$ cat src/rtl/intro_input_conditioner.sv
// Input conditioner: per-channel N_SYNC-deep synchroniser followed by a counting debouncer.
// Produces glitch-free A..D plus a registered change pulse and a settled indicator.
module intro_input_conditioner #(
    parameter int unsigned N_SYNC    = 2,
    parameter int unsigned DB_CNT_W  = 16,
    parameter int unsigned DB_CYCLES = 1000,
    parameter logic [3:0]  RST_VAL   = 4'b0000
) (
    input  logic       Clk,
    input  logic       Rst,
    input  logic [3:0] RawIn,
    output logic       A,
    output logic       B,
    output logic       C,
    output logic       D,
    output logic       Changed,
    output logic       Stable
);

    localparam int unsigned NCH = 4;
    localparam logic [DB_CNT_W-1:0] CNT_LAST = DB_CNT_W'(DB_CYCLES - 1);
    localparam logic [DB_CNT_W-1:0] CNT_ONE  = DB_CNT_W'(1);

    logic [NCH-1:0][N_SYNC-1:0]   sync_q;
    logic [NCH-1:0][N_SYNC-1:0]   sync_d;
    logic [NCH-1:0][DB_CNT_W-1:0] cnt_q;
    logic [NCH-1:0][DB_CNT_W-1:0] cnt_d;
    logic [NCH-1:0]               out_q;
    logic [NCH-1:0]               out_d;
    logic                         changed_q;
    logic                         changed_d;
    logic                         stable_q;
    logic                         stable_d;

    // Synchroniser shift: plain flop chain, raw input enters at stage 0.
    always_comb begin
        sync_d = sync_q;
        for (int i = 0; i < NCH; i++) begin
            sync_d[i] = {sync_q[i][N_SYNC-2:0], RawIn[i]};
        end
    end

    // Debounce: accept the synchronised level only after DB_CYCLES consecutive mismatches.
    always_comb begin
        out_d = out_q;
        cnt_d = cnt_q;
        for (int i = 0; i < NCH; i++) begin
            if (sync_q[i][N_SYNC-1] == out_q[i]) begin
                cnt_d[i] = '0;
            end else if (cnt_q[i] == CNT_LAST) begin
                out_d[i] = sync_q[i][N_SYNC-1];
                cnt_d[i] = '0;
            end else begin
                cnt_d[i] = cnt_q[i] + CNT_ONE;
            end
        end
    end

    // Status flags are registered alongside the outputs they describe.
    always_comb begin
        changed_d = |(out_d ^ out_q);
        stable_d  = (cnt_d == '0);
    end

    always_ff @(posedge Clk) begin
        if (Rst) begin
            for (int i = 0; i < NCH; i++) begin
                sync_q[i] <= {N_SYNC{RST_VAL[i]}};
            end
            cnt_q     <= '0;
            out_q     <= RST_VAL;
            changed_q <= 1'b0;
            stable_q  <= 1'b1;
        end else begin
            sync_q    <= sync_d;
            cnt_q     <= cnt_d;
            out_q     <= out_d;
            changed_q <= changed_d;
            stable_q  <= stable_d;
        end
    end

    assign A       = out_q[0];
    assign B       = out_q[1];
    assign C       = out_q[2];
    assign D       = out_q[3];
    assign Changed = changed_q;
    assign Stable  = stable_q;

endmodule

$ cat config.mk
export PLATFORM = sky130hd
export DESIGN_NAME = intro_input_conditioner
export DESIGN_NICKNAME = d
export VERILOG_FILES = /design/src/rtl/intro_input_conditioner.sv
export SDC_FILE = /design/constraint.sdc
export NUM_CORES = 1
export LEC_CHECK = 0
export CAP_MARGIN = 20
export CORE_MARGIN = 10
export CORE_UTILIZATION = 42
export CTS_CLUSTER_SIZE = 12
export DETAILED_ROUTE_END_ITERATION = 16
export GPL_TIMING_DRIVEN = 1
export HOLD_SLACK_MARGIN = 0.12
export SYNTH_ARGS = -nofsm -noshare
export SYNTH_HDL_FRONTEND = slang
export SYNTH_SLANG_ARGS = --single-unit
$ cat constraint.sdc
create_clock -name Clk -period 2.6 [get_ports Clk]
set_clock_uncertainty 0.05 [all_clocks]
set_input_delay 0.78 -clock Clk [delete_from_list [all_inputs] [get_ports Clk]]
set_output_delay 0.78 -clock Clk [all_outputs]
set_load 0.005 [all_outputs]
-- Word-level counts from Yosys, hierarchy flattened
Cells that the tools add are included.
- input port bits: 6
- register bits: 78
- logic and storage cells: 42
- output and inout port bits: 6
- eq/ne operators: 8
- reductions and logical operators: 2
- mux-type cells: 16
- bitwise gates (word level): 1
- add/sub/neg operators: 4
- operator list (kind ; number):
    $mux W16 ; 8
    $add A16 B1 Y16 const B ; 4
    $eq A16 B10 Y1 const B ; 4
    $logic_not A64 Y1 ; 1
    $mux W1 ; 8
    $eq A1 B1 Y1 ; 4
    $reduce_or A4 Y1 ; 1
    $xor A4 B4 Y4 ; 1

-- Longest topological paths before layout
- depth after elaboration: 5
- gate-level depth with buffers: 9
- gate-level depth less buffers: 8

-- Worst setup path before layout
Ideal clock, no wire load.
- path kind: register -> register
- from: register cnt_q[48] (netlist bit)
- to: register stable_q, in the netlist Stable
- required time: 2.454 ns
- setup time: 0.096 ns
- clock period less this slack: 2.425 ns
- cell stages (with the launch flop): 10
- arrival time: 2.279 ns
- path slack: 0.175 ns
- cells stage by stage: dfxtp_1 -> ha_1 -> clkbuf_1 -> nand3_1 -> nor4_1 -> and3_1 -> o2111ai_1 -> o31ai_1 -> nand4b_1 -> o41ai_2
- longest elaborated chain between the ends: 4
- ends and longest elaborated chain (item ; RTL line ; RTL):
    start: declaration ; 26 ; logic [NCH-1:0][DB_CNT_W-1:0] cnt_q;
    start signal: assignment ; 76 ; cnt_q <= cnt_d;
    $add A16 B1 Y16 / $eq A16 B10 Y1 (equally long branches) ; 54, 50 ;
    $mux W16 (*) ; 50 ; end else if (cnt_q[i] == CNT_LAST) begin
    $mux W16 (*) ; 48 ; if (sync_q[i][N_SYNC-1] == out_q[i]) begin
    $logic_not A64 Y1 (*) ; 62 ; stable_d = (cnt_d == '0);
    end signal: assignment ; 79 ; stable_q <= stable_d;
    end: declaration ; 32 ; logic stable_q;
Every way passes the cells marked *; elsewhere a longest branch is shown, timed or not.
A chain may end at the register's enable or synchronous reset.

-- Worst setup path in the final report
- from: register cnt_q[35] (netlist bit)
- to: register stable_q, in the netlist Stable
The elaborated chain is that of the path after synthesis.

==> results_dict.tcl <==
set metrics [dict create \
    worstRegToRegCells 7 \
    synth_most_common_cell "nor2_1" \
    met2_usage 0.193 \
    cts_buffers 9 \
    path_depth 7 \
    cp_cell_sequence "or4_1 -> or4_4 -> nand2_2 -> a211oi_1 -> nor4b_2 -> nand4b_1 -> o41ai_2" \
    final-setup-viol-count 0 \
    grt_first_pass_wirelength_um 15000 \
    drt_wl_total_um 8590 \
    syn_inst 488 \
    clkLatencyLatePin_ps 350 \
    dpl_cell_area_sq_mm 0.00441 \
    maxCapViolCount 0 \
    worstSetupStartpointType "flop" \
    slowest_stage "or4_4" \
    synth_edf_count 0 \
    slowest_delay_ps 580 \
    via_per_inst 5.18 \
    critical_path_class "flop to flop" \
    hold_depth 1 \
    seq_area_frac_synth 0.385 \
    use_met1 0.166 \
    period_needed_ps 2470 \
    critPathTopFamily "simple AND/OR/NAND/NOR gates" \
    antenna_found_initial 0 \
    start_util 0.434 \
    grtUsageTotal 0.125 \
    grt_pass1_vias 3241 \
    synthTopCellsByArea "dfxtp_1, nor2_1, xor2_1" \
    htree_num_levels 3 \
    drv_slew 0 \
    worst-path-buf-inv 0 \
    postLayoutCoreUtil 0.499 \
    setup_tns_ps 0 \
    place_congestion 0.872 \
    p_leak_nw 1.62 \
    grt_use_met3 0.0286 \
    synthFlopType "dfxtp_1" \
    numClockSinks 78 \
    cts_hold_buffers 0 \
    postLayoutCellArea_sq_mm 0.00465 \
    synth.largest_area_cell "dfxtp_1" \
    ios 12 \
    end_kind "flop" \
    yosys.area.top_type_share 0.385 \
    grt_overflow 0 \
    cp_max_fo 6 \
    clk_pin_slew_ps 80 \
    rsz0062_at_grt "false" \
    num_rows 35 \
    drt_iter0_drc 131 \
    clockBufferDepth 2 \
    netlist_top_cells_count "nor2_1, dfxtp_1, nand2_1, xor2_1, xnor2_1" \
    die_w_um 118 \
    syn_nets 498 \
    vias 3344 \
    cts_setup_buffers 0 \
    cts_root_buf "clkbuf_8" \
    grt_max_degree 21 \
    avgSynthCellArea_sq_um 8.30 \
    cts_tree "yes" \
    status "finished, final reports clean" \
    netlist_area_sq_mm 0.00405 \
    yosysWarnings 0 \
    detail_route.first_pass.iterations 5 \
    synth_cell_type_count 61 \
    synth-async-reset-ratio 0 \
    postRouteAntennaNets 0 \
    hpwl_um 6210 \
    hp-class "flop to flop" \
    dieArea_sq_mm 0.0140 \
    worstPathRequired_ps 2810 \
    tightest_slew_ps 524 \
    wl_per_cell_um 13.3 \
    fmax_mhz 405 \
    cellPowerDensity_mw_per_mm2 488 \
    slew_headroom 0.651 \
    cp.arrival_ps 2680 \
    ir_worst_vdd_v 0.000290 \
    drc 0 \
    ys_ff_latch 78 \
    dieHeight_um 118 \
    finalHoldViolCount 0 \
    nets 521 \
    core_sq_mm 0.00933 \
    drive_gt1_frac 0.116 \
    post-route-period-util 0.949 \
    diodes 0 \
    port_buffers 11 \
    top_usage_layer "met2" \
    area.growth.synth_to_final_pct 14.8 \
]
-- power breakdown --
| group | switching [mW] | internal [mW] |
|---|---|---|
| clock | 0.446 | 0.565 |
| combinational | 0.0271 | 0.0235 |
| sequential | 0.00487 | 1.20 |
-- what timing repair did --
| action | 4_1_cts | 5_1_grt |
|---|---|---|
| hold endpoints to repair | 0 | 0 |
| gates resized for setup | 0 | 6 |
| setup endpoints to repair | 0 | 1 |
-- cell usage in the layout (no fill, tap or decap), types with 7 or more instances in the layout --
master	netlist	layout
nor2_1	86	86
dfxtp_1	78	77
nand2_1	37	37
xor2_1	36	36
xnor2_1	35	35
nand3_1	28	28
buf_4	0	27
nand4_1	17	17
a21oi_1	13	13
nor3_1	12	12
inv_1	11	11
clkdlybuf4s50_1	0	11
and3_1	10	10
nor2b_1	10	10
clkbuf_8	0	10
or4_1	7	7
nor4_1	9	7
-- sequential cells by signal, indices dropped and copies added, names as in the netlist --
signal   cells
out_q        4
Stable       1
sync_d       4
Changed      1
cnt_q       64
sync_q       4
-- kinds of logic (layout without fill, tap and decap cells) --
family          count (synthesis)  after routing  synth area share
compound gates                 43             43            0.0769
xor+xnor                       71             71             0.153
fa+ha+maj                       4              4            0.0124
buf+inv                        37             65            0.0383
flops                          78             78             0.385
simple gates                  250            250             0.321
mux                             5              5            0.0127
-- per-layer routing --
metal  part of all wire  vias up  wire [um]
met4              0.017        0        146
met3              0.021       13        177
li1                   -     1732          -
met5                  0        -          0
met1               0.51     1571       4380
met2               0.45       28       3880
-- layout make-up --
class / instances / area [sq um]
clock inverter: 4 / 70.1
clock buffer: 12 / 145
timing repair buffer: 38 / 313
multi-input combinational: 373 / 2360
tap: 129 / 161
fill: 913 / 4680
sequential: 78 / 1560
inverter: 11 / 41.3
-- per-stage QoR --
step,std cells,power [mW],worst slack [ps],hold WS [ps]
2_1_floorplan,488,1.26,175,364
3_3_place_gp,629,1.29,187,367
3_5_place_dp,629,1.29,142,374
4_1_cts,645,2.29,116,392
5_1_grt,645,2.35,0.294,415
6_report,645,2.27,131,388
-- path summary, 6_finish.rpt --
check	start	end	slack [ps]
max reg2reg	cnt_q[35]	Stable	130
min reg2reg	sync_d[5]	sync_q[5]	390
min	sync_d[5]	sync_q[5]	390
max	cnt_q[35]	Stable	130
Note: power is estimated with default switching activity, not from simulation.
